==> src/rtl/icb_ra_poll_master.sv <==
// ICB initiator for the robotic-arm register block: periodic sweep of the stepper
// read window into a coherent snapshot, plus single-word register writes from local logic.
module icb_ra_poll_master #(
  parameter logic [31:0] BASE_ADDR = 32'h1004_0030,
  parameter int          NWORDS    = 12,
  parameter int          PERIOD    = 100000
) (
  input  logic                   clk,
  input  logic                   rst_n,
  input  logic                   enable,
  input  logic                   wr_req,
  input  logic [31:0]            wr_addr,
  input  logic [31:0]            wr_data,
  output logic                   wr_pend,
  output logic                   wr_done,
  output logic [32*NWORDS-1:0]   snap_data,
  output logic                   snap_valid,
  output logic                   busy,
  output logic                   poll_overrun,
  output logic                   o_icb_cmd_valid,
  input  logic                   o_icb_cmd_ready,
  output logic [31:0]            o_icb_cmd_addr,
  output logic                   o_icb_cmd_read,
  output logic [31:0]            o_icb_cmd_wdata,
  input  logic                   o_icb_rsp_valid,
  output logic                   o_icb_rsp_ready,
  input  logic [31:0]            o_icb_rsp_rdata
);

  localparam int IW = (NWORDS > 1) ? $clog2(NWORDS) : 1;
  localparam int TW = (PERIOD > 1) ? $clog2(PERIOD) : 1;
  localparam logic [IW-1:0] LAST_IDX  = IW'(NWORDS - 1);
  localparam logic [TW-1:0] LAST_TICK = TW'(PERIOD - 1);

  typedef enum logic [1:0] {IDLE, CMD, RSP} state_t;

  state_t                state_q, state_d;
  logic [31:0]           addr_q, addr_d;
  logic                  read_q, read_d;
  logic [31:0]           wdata_q, wdata_d;
  logic [IW-1:0]         idx_q, idx_d;
  logic                  sweep_q, sweep_d;
  logic [TW-1:0]         timer_q;
  logic                  poll_pend_q, overrun_q;
  logic                  wr_pend_q;
  logic [31:0]           wr_addr_q, wr_data_q;
  logic                  wr_done_q, snap_valid_q;
  logic [31:0]           shadow_q [NWORDS];
  logic [32*NWORDS-1:0]  snap_q;

  logic done, launch, wr_clr, take_poll;

  function automatic logic [31:0] rd_addr(input logic [IW-1:0] i);
    return BASE_ADDR + (32'(i) << 2);
  endfunction

  always_comb begin
    state_d   = state_q;
    addr_d    = addr_q;
    read_d    = read_q;
    wdata_d   = wdata_q;
    idx_d     = idx_q;
    sweep_d   = sweep_q;
    done      = 1'b0;
    launch    = 1'b0;
    wr_clr    = 1'b0;
    take_poll = 1'b0;
    unique case (state_q)
      IDLE: launch = 1'b1;
      CMD: begin
        // A responder may answer in the same cycle it accepts the command.
        if (o_icb_cmd_ready) begin
          if (o_icb_rsp_valid) done = 1'b1;
          else                 state_d = RSP;
        end
      end
      RSP:     done = o_icb_rsp_valid;
      default: state_d = IDLE;
    endcase
    if (done) begin
      launch = 1'b1;
      if (read_q) begin
        if (idx_q == LAST_IDX) sweep_d = 1'b0;
        else                   idx_d   = idx_q + 1'b1;
      end else begin
        wr_clr = 1'b1;
      end
    end
    // Next operation is picked in the completing cycle: writes slot in between sweep words.
    if (launch) begin
      if (wr_pend_q && !wr_clr) begin
        state_d = CMD;
        addr_d  = wr_addr_q;
        read_d  = 1'b0;
        wdata_d = wr_data_q;
      end else if (sweep_d) begin
        state_d = CMD;
        addr_d  = rd_addr(idx_d);
        read_d  = 1'b1;
        wdata_d = 32'd0;
      end else if (poll_pend_q) begin
        take_poll = 1'b1;
        sweep_d   = 1'b1;
        idx_d     = '0;
        state_d   = CMD;
        addr_d    = BASE_ADDR;
        read_d    = 1'b1;
        wdata_d   = 32'd0;
      end else begin
        state_d = IDLE;
      end
    end
  end

  always_ff @(posedge clk or negedge rst_n) begin
    if (!rst_n) begin
      state_q      <= IDLE;
      addr_q       <= 32'd0;
      read_q       <= 1'b0;
      wdata_q      <= 32'd0;
      idx_q        <= '0;
      sweep_q      <= 1'b0;
      timer_q      <= '0;
      poll_pend_q  <= 1'b0;
      overrun_q    <= 1'b0;
      wr_pend_q    <= 1'b0;
      wr_addr_q    <= 32'd0;
      wr_data_q    <= 32'd0;
      wr_done_q    <= 1'b0;
      snap_valid_q <= 1'b0;
      snap_q       <= '0;
      for (int k = 0; k < NWORDS; k++) shadow_q[k] <= 32'd0;
    end else begin
      state_q      <= state_d;
      addr_q       <= addr_d;
      read_q       <= read_d;
      wdata_q      <= wdata_d;
      idx_q        <= idx_d;
      sweep_q      <= sweep_d;
      wr_done_q    <= done && !read_q;
      snap_valid_q <= done && read_q && (idx_q == LAST_IDX);
      if (!enable) begin
        timer_q     <= '0;
        poll_pend_q <= 1'b0;
        overrun_q   <= 1'b0;
      end else if (timer_q == LAST_TICK) begin
        timer_q     <= '0;
        poll_pend_q <= 1'b1;
        if (poll_pend_q && !take_poll) overrun_q <= 1'b1;
      end else begin
        timer_q <= timer_q + 1'b1;
        if (take_poll) poll_pend_q <= 1'b0;
      end
      if (wr_clr) begin
        wr_pend_q <= 1'b0;
      end else if (wr_req && !wr_pend_q) begin
        wr_pend_q <= 1'b1;
        wr_addr_q <= wr_addr;
        wr_data_q <= wr_data;
      end
      if (done && read_q) begin
        shadow_q[idx_q] <= o_icb_rsp_rdata;
        if (idx_q == LAST_IDX) begin
          for (int k = 0; k < NWORDS; k++)
            snap_q[32*k +: 32] <= (k == NWORDS - 1) ? o_icb_rsp_rdata : shadow_q[k];
        end
      end
    end
  end

  assign o_icb_cmd_valid = (state_q == CMD);
  assign o_icb_cmd_addr  = addr_q;
  assign o_icb_cmd_read  = read_q;
  assign o_icb_cmd_wdata = wdata_q;
  assign o_icb_rsp_ready = ((state_q == CMD) && o_icb_cmd_ready) || (state_q == RSP);
  assign busy            = (state_q != IDLE);
  assign wr_pend         = wr_pend_q;
  assign wr_done         = wr_done_q;
  assign snap_valid      = snap_valid_q;
  assign snap_data       = snap_q;
  assign poll_overrun    = overrun_q;

endmodule
==> config.mk <==
export PLATFORM = sky130hd
export DESIGN_NAME = icb_ra_poll_master
export DESIGN_NICKNAME = d
export VERILOG_FILES = /design/src/rtl/icb_ra_poll_master.sv
export SDC_FILE = /design/constraint.sdc
export NUM_CORES = 1
export LEC_CHECK = 0
export ABC_AREA = 1
export BUFFER_PORTS_ARGS = -buffer_cell sky130_fd_sc_hd__buf_4
export CORE_MARGIN = 4
export CORE_UTILIZATION = 56
export CTS_CLUSTER_SIZE = 10
export DETAILED_ROUTE_END_ITERATION = 12
export GPL_TIMING_DRIVEN = 0
export HOLD_SLACK_MARGIN = 0.12
export PLACE_DENSITY = 0.81
export SETUP_SLACK_MARGIN = 0.1
export SYNTH_ARGS = -nofsm -noshare
export SYNTH_HDL_FRONTEND = slang
export SYNTH_SLANG_ARGS = --single-unit
==> constraint.sdc <==
create_clock -name clk -period 2.8 [get_ports clk]
set_clock_uncertainty 0.15 [all_clocks]
set_input_delay 0 -clock clk [delete_from_list [all_inputs] [get_ports clk]]
set_output_delay 0 -clock clk [all_outputs]
set_load 0.03 [all_outputs]
==> results summary <==
The detail-routed net length per standard cell came out at 24.0 µm. The type of origin of the critical path is a flip-flop. The chip width came out at 252 µm. The clock root buffer is clkbuf_16. The slowest stage cell on the critical path is nand2_1.

Entering global routing, the biggest net connects 128 pins. The signed area change from the synthesized netlist to the final layout came out at 30.9%. The maximum clock path buffer count is 3. The sum of buffers and inverters on the critical path is 2. The count of cell types in the netlist is 33.

The post-route worst setup slack came out at 0.0593 ns. The leakage power summed over all cells is 22.7 nW. The per-instance average area after synthesis is 12.3 µm². The critical path goes through buf_4, ha_4, nand2_1, nand2_4, nand2_1, nor2_1, nand2_1, clkbuf_1, nand2_1, o21ai_0.

The clock latency on the worst-skew pair is 0.66 ns. The post-route fraction of the period consumed by the critical path is 0.979. The number of warnings printed during yosys synthesis is 0.

The worst register-to-register path ends at shadow_q[145]$_DFFE_PN0P_. The worst-case vdd ir drop came out at 874 µV. The flow ran to the end, and the final reports show no timing, DRC or antenna violations.

The maximum fanout count along the critical path is 10. The setup slack on the worst flop-to-flop path came out at 0.06 ns. In this run the most critical hold path is launched from o_icb_rsp_rdata[19]. The final weighted congestion in routability-driven placement came out at 0.890. The count of final setup violators is 0. The combined area of all synthesized cells came out at 33,400 µm².

The worst setup path category is reg -> reg. For this configuration, the core starts out at a cell density of 0.565. The count of final hold-check violations came to 0. The global router's overall resource usage is 0.327. The HPWL reported at the end of detailed placement is 71,000 µm.

The first-pass GRT wire length is 159,000 µm. The dominant delay contributor by cell family on the critical path is simple AND/OR/NAND/NOR gates. The count of cells along the worst register-to-register path is 10.

Prior to clock tree synthesis, the placed netlist has a worst setup slack of 0.130 ns. The number of global-route vias before repair is 26,800. The initial antenna violation count is 0. The power per standard cell area is 864 nW/µm².

STA classifies the critical path endpoint as a flip-flop. For this block, the initial DRC count from the detailed router was 1,573. Based on the critical path, the design can be clocked at up to 0.365 GHz.

The number of search-and-repair iterations in the first detailed-routing pass came out at 7. The sum of routed wire length over all layers is 105,000 µm. By instance count, the cell type seen most on the critical path is nand2_1. The delay contributed by the slowest stage of the critical path is 0.52 ns.

The fill cell total of the finished layout came out at 3,597. The minimum clock period came out at 2.74 ns. The flip-flop and latch count after synthesis is 894.

The total overflow reported by the global router came out at 0. The required time reported for the critical path endpoint is 3.21 ns. The headroom to the max-slew limit came out at 0.354. The number of cells on the worst hold path came out at 4. The worst hold path belongs to the class in -> reg. The number of nets in the synthesized netlist came out at 2,821.

The final layout net count came out at 3,704. The placed instances occupy a cell area of 38,700 µm². The number of antenna repair diodes came out at 0. The number of primary I/O pins is 558. Data on the critical path arrives at its endpoint at 3.15 ns. The vertical extent of the die came out at 252 µm. In the routed layout, each cell is associated on average with a via count of 5.68.

The total vias in the final route came out at 24,900. The number of maximum-capacitance violations is 0. The count of buffers from port buffering is 556.

The clock-pin slew reported for the worst setup and hold paths after clock tree synthesis came out at 0.06 ns. The final sum of negative setup slack came out at 0 ns. The transition time of the tightest slew-check pin is 0.969 ns. Once detail routing completed, the nets flagged for antenna violations numbered 0. Setup repair after global routing could not meet its margin everywhere.

The number of sinks on the clock net is 894. The launch instance of the worst register-to-register path is state_q[0]$_DFFE_PN0P_. The row count came out at 89. The clock tree from TritonCTS is done. The sequential cell area fraction in the yosys report came out at 0.670.

The summed area of non-filler cells in the final layout is 43,700 µm². The area of the die came out at 63,600 µm². The fraction of final layout cells sized beyond drive strength 1 came out at 0.311. The number of buffers inserted during clock tree synthesis is 101. The number of pins exceeding their max-slew limit in the final report is 0. The gate count of the mapped netlist came out at 2,710. The endpoint with the worst hold slack is shadow_q[275]$_DFFE_PN0P_. The number of design rule violations left after detail routing came out at 0.

The H-tree generated during clock tree synthesis spans 3 levels. The area of the core is 59,000 µm².
synthesized netlist by cell type (all sizes together):
master	instances	area, µm²
ha	9	113
xor2	6	52.6
o21bai	1	7.51
buf	111	756
nand2	390	1480
mux2	409	4610
nor2	308	1220
and3	1	6.26
a21oi	265	1330
inv	77	289
clkbuf	57	214
nand4	6	37.5
nor3	10	50.1
dfrtp	894	22400
xnor2	1	8.76
or2	1	6.26
nor4	1	6.26
nand3	12	70.1
o21ai	148	741
clkinv	1	3.75
nand3b	2	15.0
timing repair:
item,CTS,global route
cloned,0,2
buffers inserted,0,3
endpoints found under the hold margin,915,0
gates resized for setup,1,21
setup endpoints to repair,7,615
pin swaps,0,1
hold buffers,212,0
routing by layer:
metal	wire [µm]	GRT usage	vias to the layer above
met5	0	0	-
met4	6310	0.166	0
met3	8260	0.0781	328
met2	52400	0.557	1135
met1	38400	0.391	12700
li1	-	-	10700
where the power goes:
part / total (W) / switching (W) / internal, W
Combinational: 0.00960 / 0.00601 / 0.00360
Clock: 0.0116 / 0.00497 / 0.00664
Sequential: 0.0165 / 0.00147 / 0.0151
Total: 0.0378 / 0.0124 / 0.0253
worst max path at each step:
| stage | slack [ns] | end | depth (start not counted) | from |
|---|---|---|---|---|
| floorplan | 0.35 | o_icb_cmd_addr[5]$_DFFE_PN0P_ | 14 | state_q[1]$_DFFE_PN0P_ |
| global placement | -7.97 | o_icb_cmd_wdata[3]$_DFFE_PN0P_ | 1 | rst_n |
| detailed placement | 0.13 | snap_data[94]$_DFFE_PN0P_ | 9 | state_q[1]$_DFFE_PN0P_ |
| CTS | 0.11 | shadow_q[338]$_DFFE_PN0P_ | 10 | state_q[1]$_DFFE_PN0P_ |
| global route | 0.02 | shadow_q[145]$_DFFE_PN0P_ | 10 | state_q[0]$_DFFE_PN0P_ |
| finish | 0.06 | shadow_q[145]$_DFFE_PN0P_ | 10 | state_q[0]$_DFFE_PN0P_ |
sequential cells by signal (all words and copies together) (netlist names), 4 cells and up:
name,cells
idx_q,4
o_icb_cmd_addr,32
snap_data,384
timer_q,17
o_icb_cmd_wdata,32
wr_addr_q,32
wr_data_q,32
shadow_q,352
area by class of cell:
class	instances	area, µm²	share of cell area
Clock inverter	9	141	0.00324
Timing Repair Buffer	780	6540	0.150
Sequential cell	894	22400	0.512
Clock buffer	111	2620	0.0599
Multi-Input combinational cell	1570	9770	0.224
Tap cell	773	967	0.0221
Inverter	78	293	0.00670
Buffer	168	993	0.0227
layout by cell type (no fill, tap or decap), types with 3 or more instances in the layout:
| cell type | netlist | final |
|---|---|---|
| mux2_2 | 309 | 309 |
| a21oi_1 | 265 | 265 |
| nand2_1 | 387 | 387 |
| nand4_1 | 6 | 6 |
| nor3_1 | 10 | 10 |
| clkinv_8 | 0 | 3 |
| dfrtp_1 | 894 | 894 |
| buf_4 | 25 | 584 |
| clkbuf_16 | 0 | 102 |
| buf_6 | 21 | 24 |
| nand3_1 | 10 | 10 |
| mux2_1 | 100 | 100 |
| xor2_1 | 6 | 6 |
| buf_16 | 0 | 7 |
| buf_2 | 61 | 59 |
| o21ai_0 | 147 | 147 |
| inv_1 | 73 | 72 |
| clkbuf_1 | 57 | 61 |
| nor2_4 | 8 | 8 |
| inv_2 | 4 | 5 |
| ha_1 | 9 | 8 |
| nor2_1 | 299 | 299 |
| clkbuf_2 | 0 | 4 |
| dlygate4sd3_1 | 0 | 212 |
| clkbuf_8 | 0 | 3 |
cells by family (layout without fill, tap and decap cells):
group,count (synthesis),count (layout),share of synthesized area
DFF,894,894,0.670
and+or+nand+nor,731,731,0.0865
AOI/OAI and AO/OA,414,414,0.0622
muxes,409,409,0.138
buffers and inverters,246,1146,0.0378
adders and majority gates,9,9,0.00337
xor gates and xnor gates,7,7,0.00184
tightest hold or removal path: stages:
cell and delay, ns:
dlygate4sd3_1 0.52, buf_4 0.11, inv_1 0.08, o21ai_0 0.21
per-stage QoR:
stage                     utilization  instances  power (W)  hold WS, ns
after floorplan                     -       2710     0.0215       -0.446
after global placement          0.653       4039     0.0248       0.0833
after detailed placement        0.656       4046     0.0253   -0.0000286
after CTS                       0.739       4378     0.0372        0.138
after global routing            0.740       4383     0.0391        0.188
final                           0.740       4383     0.0378        0.169
Power figures use the tool's default switching activity.
